### config.mk
export PLATFORM = sky130hd
export DESIGN_NAME = press_classifier
export DESIGN_NICKNAME = d
export VERILOG_FILES = /design/src/rtl/press_classifier.sv
export SDC_FILE = /design/constraint.sdc
export NUM_CORES = 1
export LEC_CHECK = 0
export BUFFER_PORTS_ARGS = -buffer_cell sky130_fd_sc_hd__buf_2
export CAP_MARGIN = 10
export CELL_PAD_IN_SITES_DETAIL_PLACEMENT = 1
export CELL_PAD_IN_SITES_GLOBAL_PLACEMENT = 1
export CORE_ASPECT_RATIO = 0.75
export CORE_UTILIZATION = 40
export CTS_CLUSTER_DIAMETER = 150
export DETAILED_ROUTE_END_ITERATION = 8
export PLACE_DENSITY = 0.74
export SYNTH_ARGS = -nofsm -noshare
export SYNTH_HDL_FRONTEND = slang
export SYNTH_SLANG_ARGS = --single-unit
### constraint.sdc
create_clock -name clk -period 4 [get_ports clk]
set_input_delay 0.2 -clock clk [delete_from_list [all_inputs] [get_ports clk]]
set_output_delay 0.2 -clock clk [all_outputs]
set_load 0.05 [all_outputs]
### src/rtl/press_classifier.sv
// Button press classifier: short, long and double press detection.
// Consumes a debounced level and emits one-cycle classification pulses.
module press_classifier #(
  parameter int unsigned LONG_CYCLES = 1000,
  parameter int unsigned DBL_WINDOW  = 300
) (
  input  logic       clk,
  input  logic       rst,
  input  logic       btn_level,
  output logic       short_pulse,
  output logic       long_pulse,
  output logic       double_pulse,
  output logic [7:0] press_count,
  output logic       busy
);

  typedef enum logic [2:0] {
    IDLE,
    PRESS1,
    HOLD,
    GAP,
    PRESS2
  } state_e;

  localparam logic [15:0] LONG_LAST = 16'(LONG_CYCLES - 1);
  localparam logic [15:0] DBL_LAST  = 16'(DBL_WINDOW - 1);

  state_e      state_q;
  logic [15:0] timer_q;
  logic        prev_q;
  logic        short_q;
  logic        long_q;
  logic        dbl_q;
  logic [7:0]  cnt_q;
  logic        rise;

  function automatic logic [7:0] sat_inc(input logic [7:0] c);
    return (c == 8'hFF) ? c : c + 8'd1;
  endfunction

  assign rise = btn_level & ~prev_q;

  // Classifier FSM; pulses and event count are registered together
  always_ff @(posedge clk) begin
    if (rst) begin
      state_q <= IDLE;
      timer_q <= '0;
      prev_q  <= 1'b0;
      short_q <= 1'b0;
      long_q  <= 1'b0;
      dbl_q   <= 1'b0;
      cnt_q   <= '0;
    end else begin
      prev_q  <= btn_level;
      short_q <= 1'b0;
      long_q  <= 1'b0;
      dbl_q   <= 1'b0;
      unique case (state_q)
        IDLE: begin
          if (rise) begin
            state_q <= PRESS1;
            timer_q <= '0;
          end
        end
        PRESS1: begin
          if (!btn_level) begin
            state_q <= GAP;
            timer_q <= '0;
          end else if (timer_q == LONG_LAST) begin
            long_q  <= 1'b1;
            cnt_q   <= sat_inc(cnt_q);
            state_q <= HOLD;
          end else begin
            timer_q <= timer_q + 16'd1;
          end
        end
        HOLD: begin
          if (!btn_level) begin
            state_q <= IDLE;
          end
        end
        GAP: begin
          if (rise) begin
            state_q <= PRESS2;
            timer_q <= '0;
          end else if (timer_q == DBL_LAST) begin
            short_q <= 1'b1;
            cnt_q   <= sat_inc(cnt_q);
            state_q <= IDLE;
          end else begin
            timer_q <= timer_q + 16'd1;
          end
        end
        PRESS2: begin
          if (!btn_level) begin
            dbl_q   <= 1'b1;
            cnt_q   <= sat_inc(cnt_q);
            state_q <= IDLE;
          end else if (timer_q == LONG_LAST) begin
            dbl_q   <= 1'b1;
            cnt_q   <= sat_inc(cnt_q);
            state_q <= HOLD;
          end else begin
            timer_q <= timer_q + 16'd1;
          end
        end
        default: begin
          state_q <= IDLE;
          timer_q <= '0;
        end
      endcase
    end
  end

  assign short_pulse  = short_q;
  assign long_pulse   = long_q;
  assign double_pulse = dbl_q;
  assign press_count  = cnt_q;
  assign busy         = (state_q != IDLE);

endmodule
==> out/metrics.csv <==
stage,metric,value,unit
worst_hold_path,min_to,double_pulse$_SDFF_PP0_,
sta,fmax,0.335,GHz
worst_setup_path,path_cells,ha_1 -> or4bb_1 -> or4_1 -> a22o_1 -> or4_1 -> a21oi_1,
clocking,cts_root_buf,clkbuf_8,
die,rows,21,
cells_and_area,num-fill-cells,573,
worst_setup_path,max_stage_delay,0.60,ns
sta,period_share,74.5,%
status,outcome,"finished, final reports clean",
synth,ys_ff_latch,31,
worst_setup_path,reg2reg_from,timer_q[1]$_SDFFE_PP0P_,
worst_hold_path,hold_path.class,in2reg,
clocking,post_cts_resized,0,
sta,skew,0.00928,ns
die,die_w,81.0,µm
worst_setup_path,path_common_cell,or4_1,
clocking,post-cts-setup-buffers,0,
global_routing,grt_pass1_vias,1716,
die,die_area,4960,µm²
synth,synth_area_per_cell,7.67,µm²
route,drt-met1-wl,2950,µm
clocking,numCtsBuffers,5,
route,firstDrtPassIters,4,
global_routing,gr-usage-all-layers,23.9,%
clocking,clkSinkCount,31,
sta,fin_ws,1.02,ns
power_and_ir_drop,power.density,335,nW/µm²
flow_run,drv_cap,0,
synth,yosysSeqAreaShare,33.2,%
synth,synth_top_flop_cell,dfxtp_1,
cells_and_area,drive_gt1_share,12.7,%
worst_hold_path,hold_depth,2,
sta,holdWs,0.269,ns
synth,yosysWarnings,0,
placement,dp_hpwl,3700,µm
synth,synthTopCellsByArea,"dfxtp_1 (33%), nand3_1 (7.0%), a21oi_1 (5.3%)",
die,die_h,61.2,µm
sta,maxSlewViolCount,0,
global_routing,grt_max_degree,26,
worst_setup_path,slowest_stage,or4_1,
route,drt_iter0_drc,94,
clocking,path_clk_slew,0.07,ns
sta,setup_viol,0,
worst_setup_path,crit_buf_inv,0,
power_and_ir_drop,ir_drop,0.167,mV
route,postRouteAntennaNets,0,
die,start_util,41.9,%
synth,ys_types,48,
placement,routabilityCongestion,0.805,
die,core-area,4470,µm²
synth,synth_edf_count,0,
cells_and_area,utilization,45.6,%
cells_and_area,area_growth_syn_to_layout,8.76,%
global_routing,antenna_found_initial,0,
worst_setup_path,cp.required,4.21,ns
sta,period_minus_slack,2.98,ns
synth,synth.net_count,249,
worst_setup_path,crit_family,simple AND/OR/NAND/NOR gates,
worst_setup_path,reg2reg_depth,6,
cells_and_area,stdcell_count,308,
clocking,ctsLongestPathBuffers,2,
synth,async_flop_share,0,%
global_routing,grt_pass1_wl,8850,µm
sta,relSlewSlack,42.5,%
route,topRoutingLayerUsed,met4,
sta,tightest_slew,0.861,ns
die,pin_count,15,
power_and_ir_drop,p_leak,0.000688,µW
cells_and_area,final_nets,255,
worst_setup_path,arrival,3.19,ns
clocking,hold_buffers,0,
sta,setup_tns,0,ns
clocking,clk_latency,0.28,ns
placement,numPortBuffers,14,
route,route.met3.wl,145,µm
clocking,cts_tree,built,
route,route.detailed.wl_per_inst,17.0,µm
route,routed_wl,5230,µm
route,drc_errors,0,
placement,pre_cts_ws,1.06,ns
worst_setup_path,cp-end-kind,flop,
global_routing,globalRoute.totalOverflow,0,
worst_setup_path,cp-start-kind,flop,
synth,syn_inst,244,
route,vias,1874,
clocking,htreeDepth,2,
synth,synth_top_area_share,33.2,%
route,vias_per_cell,6.08,
cells_and_area,antenna_cells,0,
route,met2_wirelength,2080,µm
worst_setup_path,ff2ff_setup_slack,1.02,ns
worst_hold_path,min-delay-start,btn_level,
worst_setup_path,criticalPathCategory,reg2reg,
sta,rsz0062_at_grt,false,
sta,hold_viol_final,0,
worst_setup_path,rr_endpoint,press_count[3]$_SDFFE_PP0P_,
synth,synth_top_area_cell,dfxtp_1,
placement,dpl.cell_count,300,
worst_setup_path,cp_max_fo,11,
synth,syn_area,1870,µm²
==> worst register-to-register path, stage by stage, from the launching register on <==
cell and delay (ns):
dfxtp_1 0.39, ha_1 0.28, or4bb_1 0.49, or4_1 0.60, a22o_1 0.43, or4_1 0.55, a21oi_1 0.15
==> power by group <==
group	switching, µW	leakage, µW	internal (µW)
sequential	11.4	0.000250	313
combinational	83.2	0.000395	35.5
clock	118	0.0000422	122
total	212	0.000688	471
==> worst max path at each step <==
stage                                  from                          end  slack (ns)  cells after the start
global placement    timer_q[0]$_SDFFE_PP0P_  press_count[5]$_SDFFE_PP0P_        1.16                      6
finish              timer_q[1]$_SDFFE_PP0P_  press_count[3]$_SDFFE_PP0P_        1.02                      6
CTS                 timer_q[1]$_SDFFE_PP0P_  press_count[5]$_SDFFE_PP0P_        1.05                      6
floorplan           timer_q[0]$_SDFFE_PP0P_  press_count[5]$_SDFFE_PP0P_        1.28                      8
detailed placement  timer_q[0]$_SDFFE_PP0P_  press_count[5]$_SDFFE_PP0P_        1.06                      6
global route        timer_q[1]$_SDFFE_PP0P_  press_count[3]$_SDFFE_PP0P_        0.86                      6
==> logic make-up (layout without fill, tap and decap cells) <==
kind of cell               after synthesis  count (layout)  share of synthesized area [%]
buffers and inverters                   27              34                           6.35
adders and majority gates                2               2                           1.34
AOI/OAI and AO/OA                       69              69                           23.4
and+or+nand+nor                        112             112                           34.1
muxes                                    2               2                           1.20
xor gates and xnor gates                 1               1                          0.468
DFF                                     31              31                           33.2
==> through the flow <==
stage / area, µm² / total power (µW)
floorplan: 1870 / 417
global placement: 1950 / 449
detailed placement: 1950 / 449
CTS: 2040 / 689
global route: 2040 / 720
finish: 2040 / 683
==> cells in the final DEF (no fill, tap or decap), types with 4 or more instances in the layout <==
| master | synthesis | final |
|---|---|---|
| nand3b_1 | 4 | 4 |
| nor2b_1 | 4 | 4 |
| clkbuf_8 | 0 | 5 |
| nor3_1 | 11 | 11 |
| a31oi_1 | 7 | 7 |
| o21ai_0 | 11 | 11 |
| nor2_1 | 14 | 14 |
| inv_1 | 8 | 8 |
| nand3_1 | 26 | 26 |
| o211ai_1 | 4 | 4 |
| nand2_1 | 15 | 15 |
| nand4_1 | 5 | 5 |
| nor4_1 | 7 | 7 |
| buf_4 | 0 | 4 |
| or3_1 | 4 | 4 |
| o31ai_1 | 4 | 4 |
| buf_2 | 2 | 14 |
| dfxtp_1 | 31 | 31 |
| a21oi_1 | 20 | 20 |
==> cell usage after synthesis, types with 2 or more instances <==
library cell,instances
o311ai_1,2
clkbuf_1,14
o31ai_1,4
a211oi_1,3
o21bai_1,2
or2_2,3
buf_2,2
nand4b_1,3
dfxtp_1,31
nor3_1,11
nor2_1,14
nand2_1,15
a21oi_1,20
or3b_2,2
o21ai_1,3
nor2b_1,4
ha_1,2
inv_1,8
a31oi_1,7
o22ai_1,2
mux2_1,2
or3_1,4
buf_6,2
o21ai_0,11
o41ai_1,2
nand4_1,5
o31a_1,2
o21a_1,2
nand3_1,26
nand3b_1,4
o211ai_1,4
nor3b_1,3
or4_1,3
and3_1,2
nor4_1,7
==> area by class of cell <==
type	instances	area [µm²]	share of cell area, %
clock buffers	7	76.3	3.75
flip-flops and latches	31	621	30.5
repair buffers	18	100	4.92
multi-input cells	186	1130	55.6
inverters	8	30.0	1.48
clock inverters	1	5.00	0.246
well taps	57	71.3	3.50
==> sequential cells by signal, indices dropped and copies added, names as in the netlist <==
name / cells
timer_q: 16
press_count: 8
state_q: 3
double_pulse: 1
long_pulse: 1
prev_q: 1
short_pulse: 1
==> layer usage <==
metal	track usage, %	up-vias
met2	34.1	24
met5	0	-
met3	4.89	4
li1	-	933
met1	35.7	913
met4	7.65	0
Note: power is estimated with default switching activity, not from simulation.
